==> config.mk <==
export PLATFORM = sky130hd
export DESIGN_NAME = button_event_ctrl
export DESIGN_NICKNAME = d
export VERILOG_FILES = /design/src/rtl/button_event_ctrl.sv
export SDC_FILE = /design/constraint.sdc
export NUM_CORES = 1
export LEC_CHECK = 0
export CORE_ASPECT_RATIO = 0.9
export CORE_UTILIZATION = 53
export CTS_CLUSTER_SIZE = 25
export DETAILED_ROUTE_END_ITERATION = 6
export PLACE_DENSITY_LB_ADDON = 0.12
export SETUP_SLACK_MARGIN = 0.1
export SYNTH_ARGS = -nofsm -noshare
export SYNTH_HDL_FRONTEND = slang
export SYNTH_SLANG_ARGS = --single-unit
==> constraint.sdc <==
create_clock -name clk -period 2.2 [get_ports clk]
set_input_delay 0.44 -clock clk [delete_from_list [all_inputs] [get_ports clk]]
set_output_delay 0.44 -clock clk [all_outputs]
set_load 0.05 [all_outputs]
==> src/rtl/button_event_ctrl.sv <==
// Debounce controller for a bank of push-buttons: one shared counter scans the
// buttons round-robin and reports each confirmed level change over valid/ready.
module button_event_ctrl #(
    parameter int NBTN     = 4,
    parameter int IDW      = 2,
    parameter int DB_LIMIT = 1048576,
    parameter int CW       = 21
) (
    input  logic            clk,
    input  logic            rst,
    input  logic [NBTN-1:0] btn_raw,
    input  logic            evt_ready,
    output logic [NBTN-1:0] btn_state,
    output logic            evt_valid,
    output logic [IDW-1:0]  evt_id,
    output logic            evt_press,
    output logic            busy
);

    typedef enum logic [1:0] {SCAN, COUNT, EMIT} state_t;

    localparam logic [CW-1:0] CNT_MAX = CW'(DB_LIMIT - 1);

    state_t          state, state_nxt;
    logic [NBTN-1:0] sync1, s;
    logic [NBTN-1:0] pending;
    logic [NBTN-1:0] btn_state_nxt;
    logic [IDW-1:0]  ptr, ptr_nxt;
    logic [IDW-1:0]  cur, cur_nxt;
    logic [CW-1:0]   cnt, cnt_nxt;
    logic            evt_valid_nxt;
    logic [IDW-1:0]  evt_id_nxt;
    logic            evt_press_nxt;
    logic            found;
    logic [IDW-1:0]  found_idx;

    function automatic logic [IDW-1:0] next_idx(input logic [IDW-1:0] i);
        return IDW'((int'(i) + 1) % NBTN);
    endfunction

    assign pending = s ^ btn_state;
    assign busy    = (state != SCAN);

    // First pending button at or after ptr, wrapping, wins.
    always_comb begin
        found     = 1'b0;
        found_idx = '0;
        for (int k = 0; k < NBTN; k++) begin
            if (!found && pending[(int'(ptr) + k) % NBTN]) begin
                found     = 1'b1;
                found_idx = IDW'((int'(ptr) + k) % NBTN);
            end
        end
    end

    // NOTE: every signal gets its hold value before the case statement, so no
    // path through the block leaves one unassigned and no latch is inferred.
    always_comb begin
        state_nxt     = state;
        ptr_nxt       = ptr;
        cur_nxt       = cur;
        cnt_nxt       = cnt;
        btn_state_nxt = btn_state;
        evt_valid_nxt = evt_valid;
        evt_id_nxt    = evt_id;
        evt_press_nxt = evt_press;
        case (state)
            SCAN: begin
                if (found) begin
                    cur_nxt   = found_idx;
                    cnt_nxt   = '0;
                    state_nxt = COUNT;
                end
            end
            COUNT: begin
                if (s[cur] == btn_state[cur]) begin
                    cnt_nxt   = '0;
                    ptr_nxt   = next_idx(cur);
                    state_nxt = SCAN;
                end else if (cnt == CNT_MAX) begin
                    btn_state_nxt[cur] = s[cur];
                    evt_id_nxt         = cur;
                    evt_press_nxt      = s[cur];
                    evt_valid_nxt      = 1'b1;
                    state_nxt          = EMIT;
                end else begin
                    cnt_nxt = cnt + CW'(1);
                end
            end
            EMIT: begin
                // Acceptance is only possible here, never in the commit cycle.
                if (evt_ready) begin
                    evt_valid_nxt = 1'b0;
                    ptr_nxt       = next_idx(cur);
                    state_nxt     = SCAN;
                end
            end
            default: state_nxt = SCAN;
        endcase
    end

    // NOTE: sequential state uses non-blocking assignments so every flop
    // samples the pre-edge values regardless of statement order.
    always_ff @(posedge clk or posedge rst) begin
        if (rst) begin
            sync1     <= '0;
            s         <= '0;
            state     <= SCAN;
            ptr       <= '0;
            cur       <= '0;
            cnt       <= '0;
            btn_state <= '0;
            evt_valid <= 1'b0;
            evt_id    <= '0;
            evt_press <= 1'b0;
        end else begin
            sync1     <= btn_raw;
            s         <= sync1;
            state     <= state_nxt;
            ptr       <= ptr_nxt;
            cur       <= cur_nxt;
            cnt       <= cnt_nxt;
            btn_state <= btn_state_nxt;
            evt_valid <= evt_valid_nxt;
            evt_id    <= evt_id_nxt;
            evt_press <= evt_press_nxt;
        end
    end

endmodule
==> reports/results.tsv <==
metric	value	unit
run_status	complete, no violations	
fillerInstances	336	
num_vias	1974	
crit_chain	xnor2_2 -> mux4_2 -> or2_4 -> or4_1 -> nand3_1	
synthToLayoutAreaGrowth	23.5	%
start_util	0.564	
cp_num_buf_inv	0	
yosysWarnings	0	
clock_skew	4.35	ps
synth_top_cell_area_share	0.456	
synth_top_flop_cell	dfrtp_1	
synth_seq_area_share	0.456	
wl_per_cell	14.8	um
ctsHoldBuffers	0	
mostFrequentLayoutCells	dfrtp_1, buf_4, nand2_1	
grt_util_met3	0.0414	
cp-start-kind	register	
crit_path_max_incr_delay	540	ps
synth_cell_types	55	
hold_viol	0	
grt_usage	0.242	
synth_area	0.00236	mm^2
holdCritPathClass	register to register	
r2r_start	btn_state[0]	
vias_per_cell	5.74	
htree_levels	2	
final_common_cell	dfrtp_1	
cp_top_family	simple AND/OR/NAND/NOR gates	
critPathKind	register to register	
grtUsageMet1	0.379	
cp_slowest_cell	mux4_2	
maxSlewHeadroom	0.649	
grt-ovfl-total	0	
post-route-period-util	0.935	
grt_use_met2	0.340	
clockRootBuffer	clkbuf_8	
syn_avg_cell_area	9.76	um^2
power.density	829	mW/mm^2
critPathMaxFanout	6	
dp_cells	334	
finalSetupViolCount	0	
grt.busiest_layer	met1	
wirelength	5090	um
synth_edf_count	0	
place.gp.congestion	0.841	
netlist.top_cell.by_area	dfrtp_1	
power.leakage	1.21	nW
route.detailed.drc	0	
worst_pin_slew	527	ps
synth-async-reset-ratio	1.00	
cts_tree	yes	
drive_gt1_frac	0.232	
port_buffers	15	
cap_violations	0	
worstSkewPairLatency	300	ps
required	2440	ps
ioPinCount	16	
holdWs	353	ps
final_cells	344	
critPathLaunch	btn_state[0]	
fp.dieH	65.3	um
rsz0062_at_grt	true	
multi_input_area	0.00123	mm^2
grt_max_degree	44	
antenna_found_initial	0	
grt_pass1_vias	1848	
nNetsFinal	295	
hpwl	3580	um
worstPathArrival	2290	ps
cts_inserted_buffers	5	
dieArea	0.00473	mm^2
num_rows	22	
synth-seq-cells	43	
ant_nets	0	
cts.sink_count	43	
ir_drop	0.542	mV
syn_nets	254	
die_width	72.4	um
setup_tns	0	ps
regArea	0.00108	mm^2
end_kind	register	
diodes	0	
path_clk_slew	80	ps
fp.coreArea	0.00418	mm^2
grt_pass1_wl	8720	um
slew_violations	0	
fin_crit	2060	ps
clockBufferDepth	2	
yosys-top-cells-area	dfrtp_1, nand2_1, o21ai_0	
syn_inst	242	
first_pass_iters	4	
hold_start	sync1[0]	
clock.fmax	0.486	GHz
drt-initial-drc-count	163	
[worst reg2reg max path, delay by kind of cell (launching register included)]
kind          cells  cell delay [ps]
xor+xnor          1              150
flops             1              450
mux               1              540
simple gates      3              840
[path summary, 6_finish.rpt]
kind / end / slack (ps) / cells past startpoint
min: s[0] / 350 / 0
max reg2reg: cnt[13] / 140 / 5
min reg2reg: s[0] / 350 / 0
min in group asynchronous: cnt[16] / 570 / 3
max: cnt[13] / 140 / 5
max in group asynchronous: btn_state[1] / 1240 / 3
[cells in the mapped netlist (2+ instances only)]
cell type,count
a211oi_1,2
a21boi_0,2
a21o_1,2
a21oi_1,11
a31oi_1,10
buf_2,3
buf_6,2
clkbuf_1,5
dfrtp_1,43
ha_1,5
inv_1,12
mux2_1,2
mux2_2,4
mux2i_1,2
mux4_2,3
nand2_1,24
nand2b_1,5
nand3_1,13
nand4_1,5
nand4b_1,2
nor2_1,11
nor3_1,3
nor4_1,3
o211ai_1,4
o21ai_0,14
o31a_1,2
o31ai_1,5
or3_1,8
or4_1,4
xnor2_1,4
xor2_1,3
[kinds of logic after synthesis]
group                    count (synthesis)  synth area share
AND/OR/NAND/NOR                         90             0.211
flip-flops                              43             0.456
AO/OA/AOI/OAI                           62             0.168
multiplexers                            11            0.0657
XOR/XNOR                                 7            0.0260
buffers and inverters                   24            0.0466
adder cells (fa/ha/maj)                  5            0.0265
[repair_timing]
| item | CTS | global route |
|---|---|---|
| pin swaps | 0 | 6 |
| resized for setup | 3 | 11 |
| setup buffers | 0 | 1 |
| setup endpoints to repair | 9 | 12 |
| gates cloned | 0 | 1 |
[flip-flops by register name, indices dropped and copies added (netlist names)]
name,count
cnt,21
btn_state,4
s,4
sync1,4
cur,2
evt_id,2
ptr,2
state,2
evt_press,1
evt_valid,1
[final cells by class]
type	instances	share of cell area
clock buffer	5	0.0236
sequential	43	0.371
multi-input combinational	176	0.422
clock inverter	3	0.00687
timing repair buffer	45	0.135
tap	60	0.0258
inverter	12	0.0155
[where the power goes]
part,internal (mW),switching [mW]
clock network,0.221,0.277
registers,0.872,0.0778
logic,0.417,0.554
[per-stage QoR]
| stage | setup slack, ps | total power, mW | utilization | instance area, um^2 |
|---|---|---|---|---|
| 6_report | 142 | 2.42 | 0.697 | 2920 |
| 5_1_grt | 82.4 | 2.59 | 0.697 | 2920 |
| 4_1_cts | 124 | 2.39 | 0.685 | 2870 |
| 3_5_place_dp | 77.9 | 1.90 | 0.664 | 2780 |
| 3_3_place_gp | 115 | 1.88 | 0.664 | 2780 |
| 2_1_floorplan | -4.21 | 1.58 | - | 2390 |
[per-layer routing]
metal  share of wire  up-vias
met5               0        -
met1            0.51      952
met4           0.015        0
met2            0.44       39
met3           0.034        9
li1                -      974
Note: power is estimated with default switching activity, not from simulation.
